### src/rtl/spi_slave_pkg.sv
// spi_slave_pkg
//   Shared constants and types for the SPI target endpoint.
//   SPI_WIDTH        default bits per SPI word
//   SPI_SYNC_STAGES  default synchronizer depth on each pin input
//   SPI_CPOL         idle level of sck (mode 0: low, data MSB first)
//   link_state_e     select state of the endpoint
package spi_slave_pkg;

  localparam int   SPI_WIDTH       = 8;
  localparam int   SPI_SYNC_STAGES = 2;
  localparam logic SPI_CPOL        = 1'b0;

  typedef enum logic {
    ST_IDLE   = 1'b0,
    ST_ACTIVE = 1'b1
  } link_state_e;

endpackage

### src/rtl/spi_slave_sync_edge.sv
// spi_slave_sync_edge
//   Pin synchronizer with registered rise/fall pulses.
//   clk   in   system clock
//   rst   in   synchronous active-low reset
//   din   in   asynchronous pin
//   rise  out  1-cycle pulse on a synchronized 0->1 transition
//   fall  out  1-cycle pulse on a synchronized 1->0 transition
// The pulses leave this block STAGES+1 clk after the pin changes, which is
// where the endpoint's new_data latency of SYNC_STAGES+2 comes from.
module spi_slave_sync_edge
  import spi_slave_pkg::*;
#(
  parameter int   STAGES  = SPI_SYNC_STAGES,
  parameter logic RST_VAL = 1'b0
) (
  input  logic clk,
  input  logic rst,
  input  logic din,
  output logic rise,
  output logic fall
);

  logic [STAGES-1:0] sync_q;
  logic              prev_q;

  always_ff @(posedge clk) begin
    if (!rst) begin
      // reset to the pin's idle level so leaving reset creates no edge
      sync_q <= {STAGES{RST_VAL}};
      prev_q <= RST_VAL;
      rise   <= 1'b0;
      fall   <= 1'b0;
    end else begin
      sync_q <= {sync_q[STAGES-2:0], din};
      prev_q <= sync_q[STAGES-1];
      rise   <= sync_q[STAGES-1] & ~prev_q;
      fall   <= ~sync_q[STAGES-1] & prev_q;
    end
  end

endmodule

### src/rtl/spi_slave.sv
// spi_slave
//   SPI target endpoint, mode 0, MSB first, oversampled in the clk domain
//   (f_clk >= 4 * f_sck).
//   clk          in   system clock
//   rst          in   synchronous active-low reset
//   ss_n         in   slave select, active low, async
//   sck          in   SPI clock, async, idle low
//   mosi         in   serial data from master
//   miso         out  serial data to master (0 while deselected)
//   miso_oe      out  miso pad enable, high while selected
//   data_in      in   next reply word
//   load         in   strobe: data_in -> tx buffer
//   tx_full      out  tx buffer holds an unconsumed word
//   data_out     out  last complete received word
//   new_data     out  1-cycle pulse, data_out updated
//   tx_underrun  out  1-cycle pulse, word started with empty tx buffer
//   busy         out  synchronized select active
//
//   state     | meaning
//   ST_IDLE   | deselected: sck ignored, miso/miso_oe held low
//   ST_ACTIVE | selected: shifting words, miso driven from tx_shift
module spi_slave
  import spi_slave_pkg::*;
#(
  parameter int WIDTH       = SPI_WIDTH,
  parameter int SYNC_STAGES = SPI_SYNC_STAGES
) (
  input  logic             clk,
  input  logic             rst,
  input  logic             ss_n,
  input  logic             sck,
  input  logic             mosi,
  output logic             miso,
  output logic             miso_oe,
  input  logic [WIDTH-1:0] data_in,
  input  logic             load,
  output logic             tx_full,
  output logic [WIDTH-1:0] data_out,
  output logic             new_data,
  output logic             tx_underrun,
  output logic             busy
);

  localparam int               CNT_W    = $clog2(WIDTH);
  localparam logic [CNT_W-1:0] LAST_BIT = CNT_W'(WIDTH - 1);

  logic [SYNC_STAGES-1:0] mosi_q;
  logic                   mosi_sync;
  logic                   sck_rise, sck_fall, ss_rise, ss_fall;
  link_state_e            state;
  logic                   selected;
  logic [CNT_W-1:0]       bit_cnt;
  logic [WIDTH-1:0]       rx_shift, rx_next, tx_shift, tx_buf, tx_reload;
  logic                   take;

  spi_slave_sync_edge #(.STAGES(SYNC_STAGES), .RST_VAL(SPI_CPOL)) u_sck_sync (
    .clk  (clk),
    .rst  (rst),
    .din  (sck),
    .rise (sck_rise),
    .fall (sck_fall)
  );

  spi_slave_sync_edge #(.STAGES(SYNC_STAGES), .RST_VAL(1'b1)) u_ss_sync (
    .clk  (clk),
    .rst  (rst),
    .din  (ss_n),
    .rise (ss_rise),
    .fall (ss_fall)
  );

  assign mosi_sync = mosi_q[SYNC_STAGES-1];
  assign selected  = (state == ST_ACTIVE);
  assign busy      = selected;
  assign miso_oe   = selected;
  assign miso      = selected & tx_shift[WIDTH-1];

  // take: the shifter fetches a new reply word, either at select or on the
  // sck fall right after a word completed (bit_cnt wrapped to 0).
  always_comb begin
    rx_next   = {rx_shift[WIDTH-2:0], mosi_sync};
    tx_reload = tx_full ? tx_buf : '0;
    take      = ss_fall | (selected & ~ss_rise & sck_fall & (bit_cnt == '0));
  end

  always_ff @(posedge clk) begin
    if (!rst) begin
      mosi_q      <= '0;
      state       <= ST_IDLE;
      bit_cnt     <= '0;
      rx_shift    <= '0;
      tx_shift    <= '0;
      tx_buf      <= '0;
      tx_full     <= 1'b0;
      data_out    <= '0;
      new_data    <= 1'b0;
      tx_underrun <= 1'b0;
    end else begin
      mosi_q      <= {mosi_q[SYNC_STAGES-2:0], mosi};
      new_data    <= 1'b0;
      tx_underrun <= take & ~tx_full;

      if (take) tx_shift <= tx_reload;

      // select edges take priority over any sck edge in the same cycle
      if (ss_fall) begin
        state    <= ST_ACTIVE;
        bit_cnt  <= '0;
        rx_shift <= '0;
      end else if (ss_rise) begin
        state   <= ST_IDLE;
        bit_cnt <= '0;
      end else if (selected) begin
        if (sck_rise) begin
          rx_shift <= rx_next;
          if (bit_cnt == LAST_BIT) begin
            data_out <= rx_next;
            new_data <= 1'b1;
            bit_cnt  <= '0;
          end else begin
            bit_cnt <= bit_cnt + CNT_W'(1);
          end
        end else if (sck_fall && bit_cnt != '0) begin
          tx_shift <= {tx_shift[WIDTH-2:0], 1'b0};
        end
      end

      // a load coinciding with a fetch: old word went to the shifter above,
      // new word is kept and the buffer stays full
      if (load) begin
        tx_buf  <= data_in;
        tx_full <= 1'b1;
      end else if (take) begin
        tx_full <= 1'b0;
      end
    end
  end

endmodule

### config.mk
export PLATFORM = sky130hd
export DESIGN_NAME = spi_slave
export DESIGN_NICKNAME = d
export VERILOG_FILES = /design/src/rtl/spi_slave_pkg.sv /design/src/rtl/spi_slave_sync_edge.sv /design/src/rtl/spi_slave.sv
export SDC_FILE = /design/constraint.sdc
export NUM_CORES = 1
export LEC_CHECK = 0
export ABC_AREA = 1
export CAP_MARGIN = 5
export CORE_MARGIN = 1
export CORE_UTILIZATION = 35
export DETAILED_ROUTE_END_ITERATION = 8
export DONT_BUFFER_PORTS = 1
export GPL_TIMING_DRIVEN = 0
export HOLD_SLACK_MARGIN = 0.12
export PLACE_DENSITY = 0.58
export SYNTH_ARGS = -nofsm -noshare
export SYNTH_HDL_FRONTEND = slang
export SYNTH_SLANG_ARGS = --single-unit
### constraint.sdc
create_clock -name clk -period 1.83 [get_ports clk]
set_input_delay 0.366 -clock clk [delete_from_list [all_inputs] [get_ports clk]]
set_output_delay 0.366 -clock clk [all_outputs]
set_load 0.05 [all_outputs]
* Yosys cells after proc, flatten, opt, wreduce, memory -nomap -nowiden
Cells that the tools add are included.
Storage, ports and cells: register bits 50, input port bits 14, output and inout port bits 14, logic and storage cells 64
Cells by class: add/subtract/negate cells 1, equal/unequal tests 1, multiplexer cells 13, bitwise logic cells 20, reduce and logical (&&, ||, !) cells 11
Operators with widths (number):
- 8-bit two-way mux | 7
- 1-bit NOT | 10
- 1-bit bitwise AND | 9
- 1-bit two-way mux | 5
- 5-bit AND reduction | 1
- 5-bit OR reduction | 1
- 2-bit nonzero test | 2
- 3-bit by 1-bit adder with 3-bit output (second input constant) | 1
- 3-bit == test (second input constant) | 1
- 3-bit zero test | 1
- 3-bit two-way mux | 1
- 3-bit AND reduction | 1
- 3-bit nonzero test | 1
- 3-bit OR reduction | 1
- 2-bit AND reduction | 1
- 2-bit OR reduction | 1
- 1-bit logical AND | 1
- 1-bit bitwise OR | 1

* Longest topological paths before layout
Gate-level depths: netlist of run 1.
depth after elaboration 11, mapped depth 10, gate-level depth less buffers 9

* Cells and area by module
A second synthesis of run 1 with hierarchy kept.
Second synthesis, totals: cell total of the unflattened synthesis 257, area total of the unflattened synthesis 1970.6 um^2
By module, submodules not included:
- spi_slave | instances 1, cells an instance 229, area an instance 1697.9 um^2, sequential area each 800.8 um^2
- spi_slave_sync_edge | instances 2, cells an instance 14, area an instance 136.4 um^2, sequential area each 100.1 um^2

* Least setup slack after synthesis of run 1
OpenSTA, ideal clock, no wires.
kind register to register, start point register state, in the netlist busy, end point register data_out[0], setup time 0.132 ns, arrival time 1.402 ns, required time 1.698 ns, path slack 0.296 ns, cell stages (with the launch flop) 6, path buffers 0, period minus slack after synthesis 1.534 ns, cells stage by stage dfxtp_1 > nand2_2 > nor2_4 > nand2_1 > nand2_1 > a21oi_1
Between the ends: longest elaborated chain between the ends 1
Ends and longest elaborated chain:
- start, declared | RTL line spi_slave.sv:50 | link_state_e state;
- start signal, assigned | RTL line spi_slave.sv:89 | state <= ST_IDLE;
- start signal, assigned | RTL line spi_slave.sv:107 | state <= ST_ACTIVE;
- start signal, assigned | RTL line spi_slave.sv:111 | state <= ST_IDLE;
- 5-bit AND reduction (no line)
- end signal, assigned | RTL line spi_slave.sv:117 | data_out <= rx_next;
- end, declared | RTL line spi_slave.sv:38 | output logic [WIDTH-1:0] data_out,
Every way passes these cells. A chain may end at the register's enable or synchronous reset.

* Worst setup path in the final report of run 1
start point register state, in the netlist busy, end point output port miso
Between the ends: longest elaborated chain between the ends 1
Ends and longest elaborated chain:
- 1-bit bitwise AND | RTL line spi_slave.sv:76 | assign miso = selected & tx_shift[WIDTH-1];
- end, declared | RTL line spi_slave.sv:33 | output logic miso,
Every way passes these cells.

==> flow_summary.html, run 1 <==
<table>
<tr><th>Metric</th><th>Value</th></tr>
<tr><th colspan="2">Outcome</th></tr>
<tr><td>Run status</td><td>completed</td></tr>
<tr><th colspan="2">Route</th></tr>
<tr><td>Antenna Nets Post-Route</td><td>0</td></tr>
<tr><td>Routed via count divided by cell count</td><td>4.40</td></tr>
<tr><td>Number of optimization iterations in the first detailed-route pass</td><td>4</td></tr>
<tr><td>Drc violations</td><td>0</td></tr>
<tr><td>Drt initial violations</td><td>65</td></tr>
<tr><td>Via count of the routed design</td><td>1,479</td></tr>
<tr><td>Post-detailed-routing wire length</td><td>3610 µm</td></tr>
<tr><td>Post-DR wirelength/cell</td><td>10.7 µm</td></tr>
<tr><th colspan="2">Global routing</th></tr>
<tr><td>Total Routing Usage GR</td><td>13.1%</td></tr>
<tr><td>Number of global-route vias before repair</td><td>1,388</td></tr>
<tr><td>First-pass GRT wire length</td><td>6220 µm</td></tr>
<tr><td>Antenna violations before repair</td><td>0</td></tr>
<tr><td>Total grt overflow</td><td>0</td></tr>
<tr><td>Largest net degree at the start of global routing</td><td>15</td></tr>
<tr><th colspan="2">Worst hold path</th></tr>
<tr><td>Origin of the worst min-delay path</td><td>sck</td></tr>
<tr><td>Cell depth of the worst min-delay path</td><td>2</td></tr>
<tr><td>Path category of the worst min-delay check</td><td>in2reg</td></tr>
<tr><td>Worst hold endpoint</td><td>u_sck_sync.sync_q[0]</td></tr>
<tr><th colspan="2">Floorplanning</th></tr>
<tr><td>Chip width</td><td>78.1 µm</td></tr>
<tr><td>DIE HEIGHT</td><td>78.1 µm</td></tr>
<tr><td>Starting utilization of the core area</td><td>36.6%</td></tr>
<tr><td>Row cnt</td><td>27</td></tr>
<tr><td>Die outline area</td><td>6100 µm²</td></tr>
<tr><td>Ports</td><td>28</td></tr>
<tr><td>Core footprint</td><td>5540 µm²</td></tr>
<tr><th colspan="2">STA</th></tr>
<tr><td>Setup repair after global routing missed its margin</td><td>false</td></tr>
<tr><td>Transition time of the tightest slew-check pin</td><td>0.518 ns</td></tr>
<tr><td>Total setup violations reported at the end of the flow</td><td>0</td></tr>
<tr><td>Final period utilization</td><td>90.1%</td></tr>
<tr><td>Worst max-slew margin expressed relative to the limit</td><td>65.4%</td></tr>
<tr><td>Fin. max-slew vios</td><td>0</td></tr>
<tr><td>Final critical path time including I/O delays and setup</td><td>1.65 ns</td></tr>
<tr><td>Fmax achieved</td><td>607 MHz</td></tr>
<tr><td>Final clock skew</td><td>0.00679 ns</td></tr>
<tr><td>Final number of hold-violating endpoints</td><td>0</td></tr>
<tr><td>TNS Setup</td><td>0 ns</td></tr>
<tr><td>Worst Hold Margin</td><td>0.161 ns</td></tr>
<tr><th colspan="2">Placement</th></tr>
<tr><td>Placer's final routability congestion estimate</td><td>0.757</td></tr>
<tr><td>I/O Buffers</td><td>0</td></tr>
<tr><td>Half-perimeter wire length after placement</td><td>2540 µm</td></tr>
<tr><th colspan="2">Clocking</th></tr>
<tr><td>CTS Buf Count</td><td>5</td></tr>
<tr><td>TritonCTS clock tree</td><td>built</td></tr>
<tr><td>Maximum buffer depth of the clock tree</td><td>2</td></tr>
<tr><td>Clock latency on the worst-skew pair</td><td>0.30 ns</td></tr>
<tr><td>Clk sinks</td><td>50</td></tr>
<tr><td>Clock Tree Root</td><td>sky130_fd_sc_hd__clkbuf_8</td></tr>
<tr><td>Post-CTS setup repair buffer count</td><td>0</td></tr>
<tr><td>Clock-pin slew reported for the worst setup and hold paths after clock tree synthesis</td><td>0.09 ns</td></tr>
<tr><td>CTS H-Tree Depth</td><td>2</td></tr>
<tr><th colspan="2">Critical path</th></tr>
<tr><td>Endpoint of the most critical register-to-register path</td><td>data_out[2]</td></tr>
<tr><td>Reg2Reg Launch Point</td><td>bit_cnt[0]</td></tr>
<tr><td>Setup slack on the worst flop-to-flop path</td><td>0.21 ns</td></tr>
<tr><td>Crit path required time</td><td>1.46 ns</td></tr>
<tr><td>R2R cell count</td><td>7</td></tr>
<tr><td>Nature of the critical path endpoint</td><td>output pin</td></tr>
<tr><td>Launching element type of the critical path</td><td>flip-flop</td></tr>
<tr><td>Critical Path AT</td><td>1.28 ns</td></tr>
<tr><td>Top fanout value on the critical path</td><td>5</td></tr>
<tr><td>Worst Path Class, Setup</td><td>reg2out</td></tr>
<tr><th colspan="2">Final layout</th></tr>
<tr><td>Total number of nets in the final design</td><td>280</td></tr>
<tr><td>Total area of sequential cells</td><td>1000 µm²</td></tr>
<tr><td>Total of fill cells in the finished design</td><td>598</td></tr>
<tr><td>P&amp;R area growth vs syn</td><td>9.76%</td></tr>
<tr><td>Antenna Cells</td><td>0</td></tr>
<tr><td>Multi-input gate area in the final layout</td><td>830 µm²</td></tr>
<tr><td>Share of post-route cells with drive strength above 1</td><td>14.0%</td></tr>
<tr><th colspan="2">Yosys</th></tr>
<tr><td>Commonest register cell after synthesis</td><td>sky130_fd_sc_hd__dfxtp_1</td></tr>
<tr><td>Part of the Yosys area used for sequential elements</td><td>49.4%</td></tr>
<tr><td>Unique cell type count in the Yosys netlist</td><td>27</td></tr>
<tr><td>Fraction of registers with async set or reset after synthesis</td><td>0%</td></tr>
<tr><td>Warnings from Yosys</td><td>0</td></tr>
<tr><td>Number of nets in the synthesized netlist</td><td>273</td></tr>
<tr><td>Synthesized flop and latch total</td><td>50</td></tr>
<tr><td>Gate Count Post-Synth</td><td>256</td></tr>
<tr><td>Mean cell area of the mapped netlist</td><td>7.91 µm²</td></tr>
<tr><td>Post-synth EDFFs</td><td>0</td></tr>
<tr><td>Synthesized area</td><td>2030 µm²</td></tr>
<tr><th colspan="2">Flow run</th></tr>
<tr><td>Number of max-capacitance violations reported</td><td>0</td></tr>
<tr><th colspan="2">Pwr</th></tr>
<tr><td>Cell leakage power</td><td>0.00100 µW</td></tr>
<tr><td>Power density cells</td><td>893 nW/µm²</td></tr>
<tr><td>Maximum VDD drop</td><td>391 µV</td></tr>
</table>
## logic make-up after synthesis
family / share of synthesized area, %
AND/OR/NAND/NOR: 25.9
flip-flops: 49.4
AO/OA/AOI/OAI: 13.2
buffers and inverters: 9.64
adder cells (fa/ha/maj): 1.85
## sequential cells by signal (all words and copies together) (netlist names), 2 cells and up
name	flops
bit_cnt	3
u_sck_sync.sync_q	2
u_ss_sync.sync_q	2
rx_shift	7
data_out	8
tx_shift	8
tx_buf	8
mosi_q	2
## worst max-delay path by stage
| stage | start | slack, ns | cells after the start | end |
|---|---|---|---|---|
| 6_report | busy | 0.18 | 2 | miso |
| 5_1_grt | bit_cnt[0] | 0.03 | 7 | data_out[2] |
| 4_1_cts | busy | 0.16 | 2 | miso |
| 3_5_place_dp | busy | -0.003 | 5 | data_out[0] |
| 3_3_place_gp | busy | 0.01 | 5 | data_out[0] |
| 2_1_floorplan | busy | 0.30 | 5 | data_out[0] |
## synth_stat cells (3+ instances only)
master | count | share of area (%)
sky130_fd_sc_hd__nand3_1 | 16 | 4.0
sky130_fd_sc_hd__a21oi_2 | 8 | 3.5
sky130_fd_sc_hd__a21oi_1 | 13 | 3.2
sky130_fd_sc_hd__nand2_2 | 3 | 0.93
sky130_fd_sc_hd__dfxtp_1 | 50 | 49
sky130_fd_sc_hd__o21ai_0 | 15 | 3.7
sky130_fd_sc_hd__ha_1 | 3 | 1.9
sky130_fd_sc_hd__buf_6 | 3 | 1.7
sky130_fd_sc_hd__nand2_4 | 3 | 1.7
sky130_fd_sc_hd__nor3_1 | 3 | 0.74
sky130_fd_sc_hd__nand2_1 | 37 | 6.9
sky130_fd_sc_hd__o21ai_1 | 7 | 1.7
sky130_fd_sc_hd__inv_1 | 28 | 5.2
sky130_fd_sc_hd__a211oi_1 | 3 | 1.1
sky130_fd_sc_hd__nor2_1 | 46 | 8.5
sky130_fd_sc_hd__nor2_4 | 3 | 1.7
## metal layers
metal  global-route usage, %  routed length, µm  vias up
met5                       0                  0        -
met4                    6.48                 68        0
met3                    4.53                163        5
met2                    18.5               1460       26
met1                    17.5               1920      631
li1                        -                  -      817
## repair_timing
item / in CTS / in global routing
endpoints found under the setup margin: 9 / 0
hold buffers: 0 / 0
gates resized for setup: 1 / 0
endpoints found under the hold margin: 0 / 0
## critical path, cell delays in order, from the launching register on
cell and delay [ns]:
sky130_fd_sc_hd__dfxtp_2 0.56, sky130_fd_sc_hd__nand2_1 0.09, sky130_fd_sc_hd__inv_1 0.33
## layout make-up
| type | instances | area share, % |
|---|---|---|
| Buffer | 9 | 3.26 |
| Clock buffer | 7 | 3.43 |
| Clock inverter | 1 | 1.35 |
| Inverter | 32 | 5.51 |
| Multi-Input combinational cell | 165 | 37.3 |
| Sequential cell | 50 | 45.1 |
| Tap cell | 72 | 4.05 |
## power breakdown
group | switching [µW] | leakage (µW) | internal (µW)
sequential | 22.4 | 0.000407 | 1110
combinational | 63.7 | 0.000543 | 31.0
clock | 347 | 0.0000524 | 409
## through the flow
step	util (%)	instance area (µm²)	instances	total power [µW]	worst slack (ns)
2_1_floorplan	-	2030	256	1230	0.296
3_3_place_gp	38.2	2120	328	1250	0.0140
3_5_place_dp	38.2	2120	328	1260	-0.00343
4_1_cts	40.1	2220	336	2010	0.161
5_1_grt	40.1	2220	336	2070	0.0274
6_report	40.1	2220	336	1990	0.181
## cells in the final DEF, fill, tap and decap left out, types with 5 or more instances in the layout
cell and count:
sky130_fd_sc_hd__o21ai_0 15, sky130_fd_sc_hd__a21oi_1 13, sky130_fd_sc_hd__nand2_1 37, sky130_fd_sc_hd__nand3_1 16, sky130_fd_sc_hd__nor2_1 46, sky130_fd_sc_hd__dfxtp_1 49
sky130_fd_sc_hd__a21oi_2 8, sky130_fd_sc_hd__clkbuf_8 5, sky130_fd_sc_hd__o21ai_1 7, sky130_fd_sc_hd__inv_1 28
Note: power is estimated with default switching activity, not from simulation.
==> run 2: changes to the inputs <==
--- a/config.mk
+++ b/config.mk
@@ -14,6 +14,7 @@
 export GPL_TIMING_DRIVEN = 0
 export HOLD_SLACK_MARGIN = 0.12
 export PLACE_DENSITY = 0.58
+export SKIP_CTS_REPAIR_TIMING = 1
 export SYNTH_ARGS = -nofsm -noshare
 export SYNTH_HDL_FRONTEND = slang
 export SYNTH_SLANG_ARGS = --single-unit
==> results of run 2 <==
Same layout as run 1: the final DEF is identical, and so are final timing and power.
==> run 3: changes to the inputs <==
--- a/config.mk
+++ b/config.mk
@@ -6,7 +6,6 @@
 export NUM_CORES = 1
 export LEC_CHECK = 0
 export ABC_AREA = 1
-export CAP_MARGIN = 5
 export CORE_MARGIN = 1
 export CORE_UTILIZATION = 35
 export DETAILED_ROUTE_END_ITERATION = 8
==> results of run 3 <==
Same layout as run 1: the final DEF is identical, and so are final timing and power.
